[config.mk]
export PLATFORM = sky130hd
export DESIGN_NAME = sd_cmd_phy
export DESIGN_NICKNAME = d
export VERILOG_FILES = /design/src/rtl/sd_cmd_phy.sv
export SDC_FILE = /design/constraint.sdc
export NUM_CORES = 1
export LEC_CHECK = 0
export CORE_AREA = 2 2 124 102
export DETAILED_ROUTE_END_ITERATION = 7
export DIE_AREA = 0 0 126 104
export DONT_BUFFER_PORTS = 1
export PLACE_DENSITY = 0.75
export SYNTH_ARGS = -nofsm -noshare
export SYNTH_HDL_FRONTEND = slang
export SYNTH_SLANG_ARGS = --single-unit
[constraint.sdc]
create_clock -name sd_clock -period 4.5 [get_ports sd_clock]
set_clock_uncertainty 0.15 [all_clocks]
set_input_delay 0.45 -clock sd_clock [delete_from_list [all_inputs] [get_ports sd_clock]]
set_output_delay 0.45 -clock sd_clock [all_outputs]
set_load 0.05 [all_outputs]
[src/rtl/sd_cmd_phy.sv]
// sd_cmd_phy: physical layer for the SD host CMD line.
//
// When strobe_in is accepted in IDLE, the block serialises {cmd_to_send, CRC7, 1'b1} MSB-first
// onto the CMD pin. It then releases the pin for TURN_CYC cycles and waits up to TIMEOUT cycles
// for a response start bit. A RESP_W-bit response frame is deserialised next. The result is
// held behind finish_ctp until the upper layer acks it.
//
// Optional feature macro: SD_CMD_PHY_CRC_EN
//   defined   - CRC7 is generated on TX and checked on RX.
//   undefined - the CRC field is sent as zero and crc_err flags only a bad end bit.
//
// Ports:
//   sd_clock, reset          clock (rising edge) and asynchronous active-high reset
//   strobe_in, no_response   start a transaction (IDLE only); skip the response phase
//   cmd_to_send              command word latched with strobe_in
//   ack_in                   acknowledges finish_ctp (DONE only)
//   idle_in                  synchronous abort back to IDLE
//   cmd_pin_in/out/oe        CMD pad input, output value and output enable
//   response                 last captured response frame
//   finish_ctp, busy         transaction complete / not idle
//   timeout_err, crc_err     no start bit seen / bad response CRC or end bit
module sd_cmd_phy #(
  parameter int unsigned CMD_W    = 40,
  parameter int unsigned RESP_W   = 48,
  parameter int unsigned TIMEOUT  = 64,
  parameter int unsigned TURN_CYC = 2
) (
  input  logic              sd_clock,
  input  logic              reset,
  input  logic              strobe_in,
  input  logic              ack_in,
  input  logic              idle_in,
  input  logic              no_response,
  input  logic [CMD_W-1:0]  cmd_to_send,
  input  logic              cmd_pin_in,
  output logic              cmd_pin_out,
  output logic              cmd_pin_oe,
  output logic [RESP_W-1:0] response,
  output logic              finish_ctp,
  output logic              timeout_err,
  output logic              crc_err,
  output logic              busy
);

  localparam int unsigned FrameW = CMD_W + 8;
  localparam int unsigned MaxA   = (FrameW > RESP_W) ? FrameW : RESP_W;
  localparam int unsigned MaxB   = (TIMEOUT > TURN_CYC) ? TIMEOUT : TURN_CYC;
  localparam int unsigned CntW   = $clog2(((MaxA > MaxB) ? MaxA : MaxB) + 1);

  typedef enum logic [2:0] {StIdle, StSend, StTurn, StWaitResp, StReceive, StDone} state_e;

  state_e              state_q, state_d;
  logic [FrameW-1:0]   sr_q, sr_d;
  logic [RESP_W-1:0]   rx_q, rx_d, resp_q, resp_d;
  logic [CntW-1:0]     cnt_q, cnt_d;
  logic                no_resp_q, no_resp_d;
  logic                terr_q, terr_d, cerr_q, cerr_d;
  logic                out_q, out_d, oe_q, oe_d, fin_q, fin_d, busy_q, busy_d;

  logic [6:0]          tx_crc;
  logic [RESP_W-1:0]   rx_shift;
  logic                rx_bad;

  assign rx_shift = {rx_q[RESP_W-2:0], cmd_pin_in};

`ifdef SD_CMD_PHY_CRC_EN
  // R2 responses (136 bits) exclude their leading 8 bits from the CRC.
  localparam int unsigned RespCrcTop = (RESP_W == 136) ? 127 : RESP_W - 1;

  // Serial CRC7, x^7 + x^3 + 1, one message bit per step.
  function automatic logic [6:0] crc7_step(input logic [6:0] c, input logic b);
    logic fb;
    fb = b ^ c[6];
    return {c[5:0], 1'b0} ^ (fb ? 7'h09 : 7'h00);
  endfunction

  function automatic logic [6:0] crc7_cmd(input logic [CMD_W-1:0] w);
    logic [6:0] c;
    c = 7'd0;
    for (int i = CMD_W - 1; i >= 0; i--) c = crc7_step(c, w[i]);
    return c;
  endfunction

  function automatic logic [6:0] crc7_resp(input logic [RESP_W-1:0] f);
    logic [6:0] c;
    c = 7'd0;
    for (int i = RespCrcTop; i >= 8; i--) c = crc7_step(c, f[i]);
    return c;
  endfunction

  assign tx_crc = crc7_cmd(cmd_to_send);
  assign rx_bad = ~rx_shift[0] | (crc7_resp(rx_shift) != rx_shift[7:1]);
`else
  assign tx_crc = 7'd0;
  assign rx_bad = ~rx_shift[0];
`endif

  always_comb begin
    state_d   = state_q;
    sr_d      = sr_q;
    rx_d      = rx_q;
    cnt_d     = cnt_q;
    no_resp_d = no_resp_q;
    resp_d    = resp_q;
    terr_d    = terr_q;
    cerr_d    = cerr_q;

    if (idle_in) begin
      state_d = StIdle;
    end else begin
      case (state_q)
        StIdle: begin
          if (strobe_in) begin
            state_d   = StSend;
            sr_d      = {cmd_to_send, tx_crc, 1'b1};
            no_resp_d = no_response;
            terr_d    = 1'b0;
            cerr_d    = 1'b0;
            cnt_d     = '0;
          end
        end
        StSend: begin
          sr_d = {sr_q[FrameW-2:0], 1'b1};
          if (cnt_q == CntW'(FrameW - 1)) begin
            cnt_d = '0;
            if (no_resp_q)          state_d = StDone;
            else if (TURN_CYC == 0) state_d = StWaitResp;
            else                    state_d = StTurn;
          end else begin
            cnt_d = cnt_q + CntW'(1);
          end
        end
        StTurn: begin
          if (cnt_q == CntW'(TURN_CYC - 1)) begin
            cnt_d   = '0;
            state_d = StWaitResp;
          end else begin
            cnt_d = cnt_q + CntW'(1);
          end
        end
        StWaitResp: begin
          // A start bit on the final count still wins over the timeout.
          if (!cmd_pin_in) begin
            rx_d    = rx_shift;
            cnt_d   = CntW'(1);
            state_d = StReceive;
          end else if (cnt_q == CntW'(TIMEOUT - 1)) begin
            terr_d  = 1'b1;
            state_d = StDone;
          end else begin
            cnt_d = cnt_q + CntW'(1);
          end
        end
        StReceive: begin
          rx_d = rx_shift;
          if (cnt_q == CntW'(RESP_W - 1)) begin
            resp_d  = rx_shift;
            cerr_d  = rx_bad;
            state_d = StDone;
          end else begin
            cnt_d = cnt_q + CntW'(1);
          end
        end
        StDone: begin
          if (ack_in) state_d = StIdle;
        end
        default: state_d = StIdle;
      endcase
    end

    // Pad and handshake outputs are registered from the next state.
    oe_d   = (state_d == StSend);
    out_d  = oe_d ? sr_d[FrameW-1] : 1'b1;
    fin_d  = (state_d == StDone);
    busy_d = (state_d != StIdle);
  end

  always_ff @(posedge sd_clock or posedge reset) begin
    if (reset) begin
      state_q   <= StIdle;
      sr_q      <= '0;
      rx_q      <= '0;
      cnt_q     <= '0;
      no_resp_q <= 1'b0;
      resp_q    <= '0;
      terr_q    <= 1'b0;
      cerr_q    <= 1'b0;
      out_q     <= 1'b1;
      oe_q      <= 1'b0;
      fin_q     <= 1'b0;
      busy_q    <= 1'b0;
    end else begin
      state_q   <= state_d;
      sr_q      <= sr_d;
      rx_q      <= rx_d;
      cnt_q     <= cnt_d;
      no_resp_q <= no_resp_d;
      resp_q    <= resp_d;
      terr_q    <= terr_d;
      cerr_q    <= cerr_d;
      out_q     <= out_d;
      oe_q      <= oe_d;
      fin_q     <= fin_d;
      busy_q    <= busy_d;
    end
  end

  assign cmd_pin_out = out_q;
  assign cmd_pin_oe  = oe_q;
  assign response    = resp_q;
  assign finish_ctp  = fin_q;
  assign timeout_err = terr_q;
  assign crc_err     = cerr_q;
  assign busy        = busy_q;

endmodule
* After elaboration in Yosys (flattened, before gate mapping)
Index checks and enable logic that the tools add are counted.
** Word-level totals
- Flip-flop bits (word level) :: 160
- Input bits :: 47
- Output and inout port bits :: 54
** Cells by class
- $add $sub $neg :: 1
- Equality and inequality tests :: 17
- Mux-type cells :: 29
- Bitwise operators :: 2
- Reduce and logical (&&, ||, !) cells :: 14
** Operators by type and width (number)
- 48-bit 2-to-1 mux :: 2
- 48-bit one-hot mux with 2 select lines :: 1
- 47-bit one-hot mux with 2 select lines :: 1
- 47-bit 2-to-1 mux :: 1
- 7-bit 2-to-1 mux :: 6
- 7-bit one-hot mux with 5 select lines :: 1
- 3-bit 2-to-1 mux :: 9
- 3-bit one-hot mux with 6 select lines :: 1
- 7-bit by 6-bit == test with 1-bit output, second input constant :: 2
- 2-bit != test, second input constant :: 6
- 3-bit AND reduction :: 4
- 5-bit AND reduction :: 2
- 3-bit == test, second input constant :: 3
- 2-bit nonzero test :: 4
- 7-bit by 1-bit adder with 7-bit output, second input constant :: 1
- 7-bit by 1-bit == test with 1-bit output, second input constant :: 1
- 3-bit by 1-bit == test with 1-bit output, second input constant :: 2
- 3-bit by 2-bit == test with 1-bit output, second input constant :: 2
- 1-bit 2-to-1 mux :: 5
- 5-bit nonzero test :: 1
- 1-bit one-hot mux with 2 select lines :: 2
- 4-bit AND reduction :: 1
- 3-bit zero test :: 1
- 3-bit != test, second input constant :: 1
- other kinds (2) :: 3

* Logic depth before layout (Yosys ltp)
Gate-level depths: netlist of run 1.
- Word-level depth :: 7
- Depth in mapped cells :: 8

* Least setup slack after synthesis of run 1
Ideal clock, no wire load.
- Path type :: reg-to-reg
- From :: register cnt_q[4]
- To :: register out_q, in the netlist cmd_pin_out
- Library setup time :: 0.094 ns
- Arrival time :: 2.102 ns
- Setup slack :: 2.155 ns
- Cell stages (with the launch flop) :: 6
- Clock period less this slack :: 2.345 ns
- Cells stage by stage :: dfrtp_1 or2_1 buf_6 or4_4 o311a_4 or4b_4
** On the way
- Word-level cells in the longest chain between the ends :: 7
- Elaborated cells between the ends (all ways) :: 12
- Those cells by class :: eq/ne: 4; mux: 8
** Ends and longest elaborated chain
- start, declared :: line 55 : logic [CntW-1:0] cnt_q, cnt_d;
- start signal, assigned :: line 196 : cnt_q <= cnt_d;
- 7-bit by 6-bit == test with 1-bit output :: line 147 : end else if (cnt_q == CntW'(TIMEOUT - 1)) begin
- 3-bit 2-to-1 mux :: line 147
- 3-bit 2-to-1 mux :: line 143 : if (!cmd_pin_in) begin
- 3-bit one-hot mux with 6 select lines * :: line 111 : case (state_q)
- 3-bit 2-to-1 mux * :: line 108 : if (idle_in) begin
- 3-bit by 1-bit == test with 1-bit output * :: line 172 : oe_d = (state_d == StSend);
- 1-bit 2-to-1 mux * :: line 173 : out_d = oe_d ? sr_d[FrameW-1] : 1'b1;
- via out_d :: line 58 : logic out_q, out_d, oe_q, oe_d, fin_q, fin_d, busy_q, busy_d;
- end signal, assigned :: line 201 : out_q <= out_d;
- end, declared :: line 58
Mark *: on every way through the listed nets, which the timed path passes. The rest lies on a longest branch.
A chain may end at the register's enable or synchronous reset.

* Worst setup path after layout of run 1
- From :: register state_q[0]
- To :: register resp_q[15], in the netlist response[15]
** On the way
- Word-level cells in the longest chain between the ends :: 2
** Ends and longest elaborated chain
- start, declared :: line 52 : state_e state_q, state_d;
- start signal, assigned :: line 180 : state_q <= StIdle;
- start signal, assigned :: line 193 : state_q <= state_d;
- 3-bit == test :: line 111
- 3-bit AND reduction (no line)
- end signal, assigned :: line 198 : resp_q <= resp_d;
- end, declared :: line 54 : logic [RESP_W-1:0] rx_q, rx_d, resp_q, resp_d;
Every way passes these cells.

==> results.rst, run 1 <==
.. list-table::
   :header-rows: 1

   * - Metric
     - Value
   * - Critical path data required time
     - 4.66 ns
   * - Final critical path time including I/O delays and setup
     - 3.199 ns
   * - Unrepaired setup endpoints after global routing
     - no
   * - First drt pass iteration count
     - 5
   * - Arr. time, crit path
     - 3.35 ns
   * - DRT antenna net count
     - 0
   * - Biggest fanout along the worst timing path
     - 67
   * - Slew Limit Headroom
     - 24.90%
   * - Hold slack
     - -0.06785 ns
   * - Most frequent standard cell in the layout excluding fill and tap cells
     - dfrtp_1
   * - Clock tree from TritonCTS
     - built
   * - Summed negative setup slack over all endpoints
     - 0 ns
   * - Core outline area
     - 11,890 sq um
   * - Number of placed I/O pins
     - 101
   * - Share of layout cells above drive strength 1
     - 12.52%
   * - Global-route wire length before repair
     - 20,670 microns
   * - Width of the die
     - 126 microns
   * - Violated checks
     - hold timing
   * - Number of antenna diodes
     - 0
   * - Pin count of the biggest net entering global routing
     - 161
   * - Critical path type
     - flop to flop
   * - Unique cell type count in the Yosys netlist
     - 50
   * - Portion of the post-synthesis area used by sequential elements
     - 60.07%
   * - Slew at the pin closest to its max-slew limit
     - 1.122 ns
   * - Post-DP HPWL
     - 7400 microns
   * - Y dimension of the die
     - 104 microns
   * - Net count after synthesis
     - 589
   * - Residual overflow from global routing
     - 0
   * - Critical path startpoint category
     - flop
   * - Leak
     - 0.003599 uW
   * - Synth area leader
     - dfrtp_1
   * - DRC errors left
     - 0
   * - Logic depth of the worst setup path including buffers
     - 4
   * - Ordered cell list for the critical path
     - or3b_1 > nor2_1 > nand2_2 > mux2_1
   * - Synthesized area per cell
     - 12.35 sq um
   * - Worst setup slack before clock tree synthesis
     - 1.255 ns
   * - Critical path's largest stage delay
     - 0.78 ns
   * - Starting Density
     - 56.07%
   * - Reg2Reg Depth
     - 4
   * - Core Rows
     - 36
   * - Total of endpoints with negative setup slack in the final report
     - 0
   * - Master cell of the clock root buffer
     - clkbuf_16
   * - Total number of vias
     - 4,079
   * - All-layer global routing usage
     - 19.76%
   * - Total clock sinks
     - 160
   * - Result of the run
     - complete, but fails checks
   * - Area fraction of the dominant cell type after synthesis
     - 59.67%
   * - Area Overhead vs Synth
     - 10.64%
   * - Share of synthesized flip-flops with an asynchronous set or reset
     - 100.0%
   * - Area post-placement
     - 6775 sq um
   * - Area of the die
     - 13,100 sq um
   * - Worst Setup Slack, final
     - 1.301 ns
   * - Detail-routed via count per cell
     - 5.869
   * - Flip-flop and latch count after synthesis
     - 160
   * - Net count reported at finish
     - 579
   * - Synthesized area
     - 6668 sq um
   * - Cell types with the largest area share after synthesis
     - dfrtp_1, mux2_1, a22oi_1, mux2_2, nand2_1
   * - Port Buffers
     - 0
   * - Cell class contributing the biggest share of worst-path delay
     - simple AND/OR/NAND/NOR gates
   * - Vias in the first global route
     - 4,121
   * - Crit path buffers/inverters
     - 0
   * - Final period util
     - 71.09%
   * - Worst supply voltage drop on vdd
     - 337.2 uV
   * - CTS H-Tree Depth
     - 4
   * - Non-Filler Cell Area, Final
     - 7377 sq um
   * - Hold violation count in the final report
     - 31
   * - GPL Wtd Cong
     - 0.8703
   * - Total Power Consumption
     - 3167 uW
   * - CTS Buffer Depth
     - 2
   * - WL/cell
     - 17.34 microns
   * - Crit-path slowest cell
     - dfrtp_2
   * - Num CTS Buffers
     - 17
   * - Kind of capture point of the worst setup path
     - flop
   * - Worst-skew pair later-pin latency
     - 0.42 ns
   * - Max frequency
     - 312.6 MHz
   * - Most used cells in the layout excluding fill and tap cells
     - dfrtp_1, mux2_1, nand2_1
   * - Type of the tightest min-delay check
     - primary input to asynchronous set/reset pin
   * - Count of max-cap constraint violations
     - 0
   * - Max-slew violation count
     - 0
   * - Initial antenna violation count
     - 0
   * - Detailed Route Iter0 Violations
     - 298
   * - Yosys synthesis warning count
     - 0
   * - Pwr/cell area
     - 429.3 nW/um^2
   * - Final Util
     - 62.04%
   * - Register clock-pin slew on the reported worst setup and hold paths
     - 0.07 ns
   * - Count of flip-flops with a built-in enable after synthesis
     - 0
   * - Wirelength, routed
     - 12,050 microns
   * - Post-synth top flop
     - dfrtp_1
   * - Synthesized instance count
     - 540
-- metal layers --
| layer | vias up | part of all wire (%) | global-route usage, % | routed length [microns] |
|---|---|---|---|---|
| li1 | 1925 | - | - | - |
| met1 | 2016 | 43 | 25.34 | 5232 |
| met4 | 0 | 2.2 | 9.812 | 268 |
| met3 | 21 | 7.4 | 7.716 | 887 |
| met2 | 117 | 47 | 29.42 | 5662 |
| met5 | - | 0 | 0 | 0 |
-- synthesized netlist by cell type (2+ instances only) --
cell type and n:
nor4_1 2, mux2_1 73, clkbuf_1 26, nand3b_1 2, nor3b_1 3, or3b_1 2, nand2b_1 5, o21ai_0 38
nand3_1 10, or2_1 3, buf_2 7, nand2_1 58, a211oi_1 3, a22o_1 4, a31oi_1 3, buf_1 2
o21ai_1 13, mux2_2 22, a22oi_1 39, nor3_1 5, nor2b_1 8, o41ai_1 2, and3_1 2, and2_1 2
nor2_1 15, ha_1 2, inv_1 5, a21o_1 2, a21oi_1 3, dfrtp_1 159
-- area by class of cell --
type	count	area, sq um
repair buffers	7	70.07
flip-flops and latches	160	4006
well taps	152	190.2
multi-input cells	339	2506
clock buffers	18	429.2
fillers	929	4514
inverters	5	22.52
clock inverters	14	152.6
-- timing repair --
action / 4_1_cts / 5_1_grt
hold endpoints to repair: 3 / 0
resized for setup: 0 / 0
hold buffers: 2 / 0
buffers inserted: 0 / 0
-- where the power goes --
group / switching (uW) / total, uW / internal [uW]
logic: 109 / 180 / 71.3
registers: 69.3 / 1580 / 1510
clock network: 584 / 1410 / 824
-- stage by stage --
step | hold slack [ns] | std cells
floorplan | 0.2855 | 540
global placement | 0.3005 | 661
detailed placement | 0.3078 | 661
CTS | 0.01304 | 695
global route | 0.02211 | 695
finish | -0.06785 | 695
-- registers in the layout, indices dropped and copies added (netlist names) --
register,cells
response,48
sr_q,48
rx_q,47
cnt_q,7
state_q,3
busy,1
cmd_pin_oe,1
cmd_pin_out,1
crc_err,1
finish_ctp,1
no_resp_q,1
timeout_err,1
-- logic make-up (layout without fill, tap and decap cells) --
group / after synthesis / count (layout) / synth area share (%)
adders and majority gates: 2 / 2 / 0.3752
buffers and inverters: 41 / 44 / 2.552
AOI/OAI and AO/OA: 118 / 118 / 11.90
muxes: 95 / 95 / 16.04
and+or+nand+nor: 124 / 124 / 9.064
DFF: 160 / 160 / 60.07
-- worst paths after layout --
kind / from / end / slack, ns
setup / recovery: state_q[0] / response[15] / 1.30
hold / removal: reset / response[5] / -0.07
setup reg to reg: state_q[0] / response[15] / 1.30
hold reg to reg: sr_q[3] / sr_q[3] / 0.32
max in group asynchronous: reset / state_q[0] / 3.53
min in group sd_clock: no_response / no_resp_q / 0.03
No activity file was read; power rests on OpenSTA's default activity.
==> inputs of run 2 (changes only) <==
CORE_AREA = 2 2 122 101   (was 2 2 124 102)
DIE_AREA = 0 0 124 103   (was 0 0 126 104)
PLACE_DENSITY = 0.73   (was 0.75)
clock period = 3 ns   (was 4.5 ns; I/O delays follow)
==> run 2 against run 1 <==
The flow still finishes with violations (hold timing). Sequential cell count stayed put. Power is 49% higher. Sequential power is 49% higher. Clock power is 44% higher. Hold slack better by 0.068 ns. Final cell count is 6.5% higher. First-iteration DRC count is 3.7% lower. Non-clock buffer count is 45 higher. Register-to-register slack worse by 0.81 ns. Die area is 2.5% lower.
==> results.rst, run 2 (synthesis gave the netlist of run 1 again) <==
.. list-table::
   :header-rows: 1

   * - Metric
     - Value
   * - First drt pass iteration count
     - 5 (unchanged)
   * - Total clock sinks
     - 160 (unchanged)
   * - Min-Delay Startpoint
     - cmd_to_send[30]
   * - Clock tree from TritonCTS
     - built
   * - Initial antenna violation count
     - 0 (unchanged)
   * - Summed negative setup slack over all endpoints
     - 0 ns (unchanged)
   * - Worst supply voltage drop on vdd
     - 436.3 uV (+29%)
   * - Num CTS Buffers
     - 17 (unchanged)
   * - Critical path data required time
     - 3.16 ns (-1.50 ns)
   * - Pin count of the biggest net entering global routing
     - 126 (-22%)
   * - Cell total after placement
     - 665 (+0.61%)
   * - Detail-routed via count per cell
     - 5.770 (-1.7%)
   * - Hold_buf cts
     - 43 (+41)
   * - CTS H-Tree Depth
     - 4 (unchanged)
   * - Post-CTS Setup Repair Bufs
     - 0 (unchanged)
   * - Share of layout cells above drive strength 1
     - 12.41% (-0.11 points)
   * - Critical path type
     - flop to flop
   * - DRT antenna net count
     - 0 (unchanged)
   * - Number of standard cells in the final layout excluding fillers
     - 740 (+6.5%)
   * - Wirelength, routed
     - 12,810 microns (+6.3%)
   * - Slew Limit Headroom
     - 57.54% (+33 points)
   * - Max-slew violation count
     - 0 (unchanged)
   * - Global-route wire length before repair
     - 21,310 microns (+3.1%)
   * - Worst setup path startpoint
     - cnt_q[4]
   * - Number of placed I/O pins
     - 101 (unchanged)
   * - Net count reported at finish
     - 624 (+7.8%)
   * - GPL Wtd Cong
     - 0.9965 (+15%)
   * - PostCTS Resize Cnt
     - 0 (unchanged)
   * - Core outline area
     - 11,710 sq um (-1.5%)
   * - Unrepaired setup endpoints after global routing
     - no
   * - Hold slack
     - -0.0003318 ns (+0.06752 ns)
   * - Ordered cell list for the critical path
     - or2_1 > o41ai_1 > nor3b_1 > o21ai_0 > a22o_1
   * - Total of endpoints with negative setup slack in the final report
     - 0 (unchanged)
   * - Starting Density
     - 56.93% (+0.86 points)
   * - Area Overhead vs Synth
     - 17.55%
   * - Arr. time, crit path
     - 2.66 ns (-0.69 ns)
   * - Hold violation count in the final report
     - 1 (-97%)
   * - Critical path capture point
     - cnt_q[6]
   * - Area of the die
     - 12,770 sq um (-2.5%)
   * - Total number of vias
     - 4,270 (+4.7%)
   * - Biggest fanout along the worst timing path
     - 7 (-90%)
   * - Critical path's largest stage delay
     - 0.57 ns (-0.21 ns)
   * - WL/cell
     - 17.31 microns (-0.14%)
   * - Number of antenna diodes
     - 0 (unchanged)
   * - Worst-skew pair later-pin latency
     - 0.42 ns (about the same)
   * - Reg-to-Reg End
     - cnt_q[6]
   * - Final period util
     - 83.52% (+12 points)
   * - Max frequency
     - 399.1 MHz (+28%)
   * - Y dimension of the die
     - 103 microns (-0.96%)
   * - Critical path startpoint category
     - flop
   * - CTS Buffer Depth
     - 2 (unchanged)
   * - Violated checks
     - hold timing
   * - Crit-path slowest cell
     - o41ai_1
   * - Final critical path time including I/O delays and setup
     - 2.506 ns (-0.6933 ns)
   * - Vias in the first global route
     - 4,390 (+6.5%)
   * - All-layer global routing usage
     - 21.63% (+1.9 points)
   * - Core Rows
     - 36 (unchanged)
   * - Count of max-cap constraint violations
     - 0 (unchanged)
   * - Register-to-register setup slack
     - 0.49 ns (-0.81 ns)
   * - Most used cells in the layout excluding fill and tap cells
     - dfrtp_1, mux2_1, nand2_1
   * - Type of the tightest min-delay check
     - primary input to flop
   * - Post-DP HPWL
     - 7815 microns (+5.6%)
   * - Master cell of the clock root buffer
     - clkbuf_16
   * - Register clock-pin slew on the reported worst setup and hold paths
     - 0.07 ns (about the same)
   * - Port Buffers
     - 0 (unchanged)
   * - Detailed Route Iter0 Violations
     - 287 (-3.7%)
   * - DRC errors left
     - 0 (unchanged)
   * - Slew at the pin closest to its max-slew limit
     - 0.6369 ns (-0.4855 ns)
   * - Reg2Reg Depth
     - 5 (+1)
   * - Most frequent standard cell in the layout excluding fill and tap cells
     - dfrtp_1
   * - Result of the run
     - complete, but fails checks
   * - Residual overflow from global routing
     - 0 (unchanged)
   * - Launching point of the worst reg2reg path
     - cnt_q[4]
   * - Pwr/cell area
     - 603.0 nW/um^2 (+40%)
   * - Width of the die
     - 124 microns (-1.6%)
   * - Kind of capture point of the worst setup path
     - flop
   * - Leak
     - 0.003798 uW (+5.5%)
==> run 2: area by class of cell <==
cell class                      count  area, sq um
Fill cell                         840         3874
Clock buffer                       18        439.2
Sequential cell                   160         4006
Inverter                            5        22.52
Tap cell                          152        190.2
Timing Repair Buffer               52        548.0
Multi-Input combinational cell    339         2506
Clock inverter                     14        125.1
==> run 2: through the flow <==
stage | total power (uW) | utilization (%) | hold WS (ns) | area, sq um | worst slack [ns]
after floorplan | 2603 | - | 0.2797 | 6671 | 0.5220
after global placement | 2661 | 58.43 | -0.005547 | 6843 | 0.6558
after detailed placement | 2682 | 58.43 | 0.009800 | 6843 | 0.5773
after CTS | 4758 | 66.92 | 0.009784 | 7838 | 0.5463
after global routing | 4936 | 66.92 | 0.008158 | 7838 | 0.3654
final | 4726 | 66.92 | -0.0003318 | 7838 | 0.4944
==> run 2: metal layers <==
layer / GRT usage (%) / wire [microns]
met2: 35.33 / 6146
met5: 0 / 0
met4: 6.828 / 101
met3: 6.969 / 896
met1: 27.78 / 5667
==> run 2: worst max-delay path, delay by kind of cell, from the launching register on <==
family / cells / cell delay [ns]
AND/OR/NAND/NOR: 2 / 0.84
flip-flops: 1 / 0.42
AO/OA/AOI/OAI: 3 / 0.99
==> run 2: worst min path at each step <==
stage | to | slack [ns] | cells past startpoint
6_report | sr_q[38] | -0.0003 | 2
5_1_grt | sr_q[38] | 0.008 | 2
4_1_cts | sr_q[38] | 0.01 | 2
3_5_place_dp | response[4] | 0.01 | 1
3_3_place_gp | response[5] | -0.006 | 1
2_1_floorplan | rx_q[0] | 0.28 | 2
==> run 2: power breakdown <==
part	leakage, uW	switching [uW]	internal [uW]
clock	0.000274	924	1110
combinational	0.00135	195	148
sequential	0.00218	88.3	2260
